$ cat config.mk
export PLATFORM = sky130hd
export DESIGN_NAME = multicycle_ctrl_fsm
export DESIGN_NICKNAME = d
export VERILOG_FILES = /design/src/rtl/multicycle_ctrl_fsm.sv
export SDC_FILE = /design/constraint.sdc
export NUM_CORES = 1
export LEC_CHECK = 0
export ABC_AREA = 1
export CORE_ASPECT_RATIO = 1.2
export CORE_MARGIN = 10
export CORE_UTILIZATION = 31
export DETAILED_ROUTE_END_ITERATION = 12
export HOLD_SLACK_MARGIN = 0.1
export PLACE_DENSITY = 0.72
export SKIP_CTS_REPAIR_TIMING = 1
export SLEW_MARGIN = 20
export SYNTH_ARGS = -nofsm -noshare
export SYNTH_HDL_FRONTEND = slang
export SYNTH_SLANG_ARGS = --single-unit
$ cat constraint.sdc
create_clock -name clk -period 1.4 [get_ports clk]
set_input_delay 0.28 -clock clk [delete_from_list [all_inputs] [get_ports clk]]
set_output_delay 0.28 -clock clk [all_outputs]
set_load 0.005 [all_outputs]
$ cat src/rtl/multicycle_ctrl_fsm.sv
// Moore control FSM for the multi-cycle 16-bit RISC core: fetch, decode, execute, write-back.
// Optional retired-instruction counter on Instr_Count when CTRL_INSTR_COUNT_EN is defined.
module multicycle_ctrl_fsm (
    input  logic        clk,
    input  logic        rst,
    input  logic [15:0] Instr,
    input  logic [3:0]  NZVC,
    input  logic        Mem_Ready,
    output logic        Mem_Read,
    output logic        IR_CE,
    output logic        PC_CE,
    output logic        PC_Sel,
    output logic [2:0]  Rd_to_RF,
    output logic [2:0]  Rm_Rd_to_RF,
    output logic [2:0]  Rn_to_RF,
    output logic [1:0]  ALU_B_Sel,
    output logic        A_Zero,
    output logic [1:0]  Imm_Sel,
    output logic [1:0]  ALU_Control,
    output logic        ALUOut_CE,
    output logic        RF_Write_en,
    output logic        Halted,
    output logic        Illegal
`ifdef CTRL_INSTR_COUNT_EN
    ,
    output logic [15:0] Instr_Count
`endif
);

    typedef enum logic [2:0] {
        S_RESET, S_FETCH, S_DECODE, S_EXEC, S_WB, S_HALT
    } state_t;

    state_t     state;
    logic [4:0] opcode;
    logic       is_alu, is_br, is_halt, is_illegal, imm8_form, br_taken;
    logic [1:0] dec_bsel, dec_imm, dec_alu;
    logic       dec_azero;
    logic       sel_valid;
    logic       unused_inputs;

    assign opcode        = Instr[15:11];
    assign unused_inputs = ^{Instr[1:0], NZVC[3], NZVC[1:0]};

    always_comb begin
        is_alu    = 1'b0;
        is_br     = 1'b0;
        is_halt   = 1'b0;
        imm8_form = 1'b0;
        br_taken  = 1'b0;
        dec_bsel  = 2'b00;
        dec_imm   = 2'b00;
        dec_alu   = 2'b00;
        dec_azero = 1'b0;
        case (opcode)
            5'b00000, 5'b00001, 5'b00010, 5'b00011: begin
                is_alu  = 1'b1;
                dec_alu = opcode[1:0];
            end
            5'b00100: begin is_alu = 1'b1; dec_bsel = 2'b01; end
            5'b00101: begin is_alu = 1'b1; dec_bsel = 2'b01; dec_alu = 2'b10; end
            5'b00110: begin is_alu = 1'b1; dec_bsel = 2'b01; dec_imm = 2'b01; imm8_form = 1'b1; end
            5'b00111: begin is_alu = 1'b1; dec_bsel = 2'b01; dec_imm = 2'b10; imm8_form = 1'b1; end
            5'b01000: begin
                is_alu    = 1'b1;
                dec_bsel  = 2'b01;
                dec_imm   = 2'b11;
                dec_azero = 1'b1;
                imm8_form = 1'b1;
            end
            5'b10000: begin is_br = 1'b1; br_taken = 1'b1; end
            5'b10001: begin is_br = 1'b1; br_taken = NZVC[2]; end
            5'b10010: begin is_br = 1'b1; br_taken = ~NZVC[2]; end
            5'b11111: is_halt = 1'b1;
            default: ;
        endcase
    end

    assign is_illegal = ~(is_alu | is_br | is_halt);

    // Strobes that only depend on the state are registered with the state itself.
    always_ff @(posedge clk or posedge rst) begin
        if (rst) begin
            state       <= S_RESET;
            Mem_Read    <= 1'b0;
            ALUOut_CE   <= 1'b0;
            RF_Write_en <= 1'b0;
            Halted      <= 1'b0;
        end else begin
            case (state)
                S_RESET: begin
                    state    <= S_FETCH;
                    Mem_Read <= 1'b1;
                end
                S_FETCH: begin
                    if (Mem_Ready) begin
                        state    <= S_DECODE;
                        Mem_Read <= 1'b0;
                    end
                end
                S_DECODE: begin
                    if (is_halt) begin
                        state  <= S_HALT;
                        Halted <= 1'b1;
                    end else if (is_illegal) begin
                        state    <= S_FETCH;
                        Mem_Read <= 1'b1;
                    end else begin
                        state     <= S_EXEC;
                        ALUOut_CE <= is_alu;
                    end
                end
                S_EXEC: begin
                    ALUOut_CE <= 1'b0;
                    if (is_alu) begin
                        state       <= S_WB;
                        RF_Write_en <= 1'b1;
                    end else begin
                        state    <= S_FETCH;
                        Mem_Read <= 1'b1;
                    end
                end
                S_WB: begin
                    state       <= S_FETCH;
                    RF_Write_en <= 1'b0;
                    Mem_Read    <= 1'b1;
                end
                S_HALT: state <= S_HALT;
                default: begin
                    state       <= S_RESET;
                    Mem_Read    <= 1'b0;
                    ALUOut_CE   <= 1'b0;
                    RF_Write_en <= 1'b0;
                    Halted      <= 1'b0;
                end
            endcase
        end
    end

    // IR_CE, branch PC update and Illegal need the live Mem_Ready, flags and IR.
    assign sel_valid   = (state == S_DECODE) || (state == S_EXEC) || (state == S_WB);
    assign IR_CE       = (state == S_FETCH) && Mem_Ready;
    assign PC_Sel      = (state == S_EXEC) && is_br;
    assign PC_CE       = IR_CE || (PC_Sel && br_taken);
    assign Illegal     = (state == S_DECODE) && is_illegal;
    assign Rd_to_RF    = sel_valid ? Instr[10:8] : 3'b000;
    assign Rn_to_RF    = sel_valid ? Instr[4:2]  : 3'b000;
    assign Rm_Rd_to_RF = sel_valid ? (imm8_form ? Instr[10:8] : Instr[7:5]) : 3'b000;
    assign ALU_B_Sel   = sel_valid ? dec_bsel  : 2'b00;
    assign Imm_Sel     = sel_valid ? dec_imm   : 2'b00;
    assign ALU_Control = sel_valid ? dec_alu   : 2'b00;
    assign A_Zero      = sel_valid & dec_azero;

`ifdef CTRL_INSTR_COUNT_EN
    logic retire;

    assign retire = (state == S_WB) || ((state == S_EXEC) && !is_alu) ||
                    ((state == S_DECODE) && is_illegal);

    always_ff @(posedge clk or posedge rst) begin
        if (rst)
            Instr_Count <= 16'h0000;
        else if (retire)
            Instr_Count <= Instr_Count + 16'h0001;
    end
`endif

endmodule

==> results.md <==
- Arrival time worst endpoint: 1.40 ns
- First-pass DRT Iterations: 4
- Final hold slack: 0.261 ns
- Clock skew: 0.00126 ns
- Number of I/O port buffers: 40
- Top FF cell, synth: dfrtp_1
- Startpoint type of the worst setup path: flip-flop
- Fin worst setup slack: -0.278 ns
- Min Clock Period, post-route: 1.68 ns
- Layout cells sized above 1: 0.510
- Failing checks: setup timing
- Area grow syn2layout: 112%
- Async set-or-reset flop fraction in the synthesized netlist: 1.00
- Synth top area share: 0.256
- Initial DRC Count: 35
- Die height: 71.5 um
- Leak: 0.909 nW
- Top cells by area, synth: dfrtp_1 (26%), nand2_1 (16%), nor2_1 (14%)
- Dpl cells: 222
- Commonest cells post-synth: nand2_1 (29), nor2_1 (26), inv_1 (20)
- Setup tns final: -4.47 ns
- Worst Setup End Kind: output port
- Tightest Hold Check Type: primary input to asynchronous set/reset pin
- Final HPWL DP: 2.34 mm
- CTS H-Tree Depth: 1
- Most frequent cell after synthesis: nand2_1
- # rows: 18
- CTS tree: yes
- Power Total: 1.99 mW
- Final Hold Fails: 0
- Clock sinks: 7
- Final GP Congestion: 0.901
- Register bit total from synthesis: 7
- Worst EP required: 1.12 ns
- Max Cap Viol: 0
- Final worst path period share: 1.20
- Post-Synthesis Cells: 118
- Final setup viols: 20
- CTS Buf Count: 3
- Synth cell types: 24
- Grt ovf: 0
- Syn. warnings: 0
- Avg Inst Size Synth: 5.80 sq um
- PwrDens: 1370 nW/um^2
- Die width: 62.9 um
- Largest net degree at the start of global routing: 8
- Area of the core: 2070 sq um
- Detailed-route via count: 1,019
- Clock Latency Late Sink: 0.24 ns
- Total global-route track usage: 0.111
- Layout Cells excl Fill: 230
- Number of synthesized flops with an enable pin: 0
- Initial antenna violation count: 0
- First-pass GRT wire length: 4.29 mm
- Seq/Total Area, Yosys: 0.256
- WL/cell: 12.6 um
- FMAX: 0.596 GHz
- WL final: 2.89 mm
- Yosys top cell by area: dfrtp_1
- Register area: 175 sq um
- Crit Path Category: flip-flop to output port
- Placement Cell Area: 1380 sq um
- Die ar.: 4490 sq um
- Finished Cell Area: 1450 sq um
- Antenna Nets Post-Route: 0
- Nets: 224
- Multi-input gate area: 495 sq um
- Mapped cell area: 684 sq um
- Root buf cell: clkbuf_4
- # DRC: 0
- Ports: 47
- Status: complete, but fails checks
- Initial cell density of the core: 0.330
- Worst-path clk slew: 0.05 ns
- RSZ-0062 raised after global routing: true
- CP Max Fanout: 6
- R2R depth: 10
- Max VDD drop: 0.00112 V
- Drt via density: 4.43
- Deepest clock path buffer count: 2
- Fin. max-slew vios: 0
- Ant. Diodes: 0
- Syn Nets: 141
- Vias in the first global route: 1,010
- FILL cells: 190
==> power breakdown <==
group	total (mW)	internal, mW	leakage (nW)	switching (mW)
clock	0.176	0.108	0.0150	0.0681
combinational	1.47	0.764	0.804	0.701
sequential	0.352	0.287	0.0903	0.0649
total	1.99	1.16	0.909	0.835
==> routing by layer <==
| layer | up-vias | track usage | share of wire | wire length (um) |
|---|---|---|---|---|
| met1 | 452 | 0.106 | 0.39 | 1130 |
| met2 | 34 | 0.224 | 0.55 | 1590 |
| li1 | 528 | - | - | - |
| met4 | 0 | 0.0398 | 0.017 | 49 |
| met5 | - | 0 | 0 | 0 |
| met3 | 5 | 0.0249 | 0.044 | 128 |
==> registers in the layout, indices dropped and copies added, names as in the netlist <==
name         cells
ALUOut_CE        1
Halted           1
Mem_Read         1
RF_Write_en      1
state            3
==> final timing paths <==
check	from	to	slack [ns]
min in group clk	Mem_Read	Mem_Read	0.48
hold / removal	rst	RF_Write_en	0.26
hold reg to reg	Mem_Read	Mem_Read	0.48
setup / recovery	state[0]	Imm_Sel[0]	-0.28
setup reg to reg	state[1]	Mem_Read	-0.01
max in group asynchronous	rst	state[1]	0.93
==> cells in the final DEF, fill, tap and decap left out <==
master and count:
dlymetal6s2s_1 8, nor2_2 13, buf_4 38, o21ai_1 2
buf_2 17, clkbuf_4 3, a21oi_2 2, buf_6 3
nor3_2 1, a21boi_0 1, o21ai_0 4, dfrtp_1 7
nor2_1 11, o21ai_2 1, nand4_1 5, nand3_2 2
conb_1 1, nor3_4 1, clkbuf_2 2, inv_2 7
a211oi_2 1, clkdlybuf4s50_1 12, a31oi_1 1, nand2_1 24
clkbuf_1 1, nor2_4 4, nand2_2 7, nand3_1 5
inv_1 15, a21oi_1 1
==> cell families (layout without fill, tap and decap cells) <==
family                 Yosys count  count (layout)  synth area share
buffers and inverters           24             106             0.139
AOI/OAI and AO/OA               13              13             0.121
other                            1               1           0.00548
and+or+nand+nor                 73              73             0.479
DFF                              7               7             0.256
==> through the flow <==
step / worst slack [ns] / util
after floorplan: 0.0187 / -
after global placement: -0.869 / 0.666
after detailed placement: -0.949 / 0.666
after CTS: -0.949 / 0.679
after global routing: -0.389 / 0.700
final: -0.278 / 0.700
==> critical path: stages, from the launching register on <==
cell	delay, ns
dfrtp_1	0.41
inv_2	0.09
nand2_2	0.06
o21ai_2	0.16
inv_2	0.09
buf_6	0.15
nor2_2	0.07
buf_2	0.12
==> final cells by class <==
type                    instances  share of cell area
repair buffers                 80               0.437
well taps                      30              0.0259
flip-flops and latches          7               0.121
clock buffers                   4              0.0181
multi-input cells              87               0.341
inverters                      22              0.0569
No activity file was read; power rests on OpenSTA's default activity.
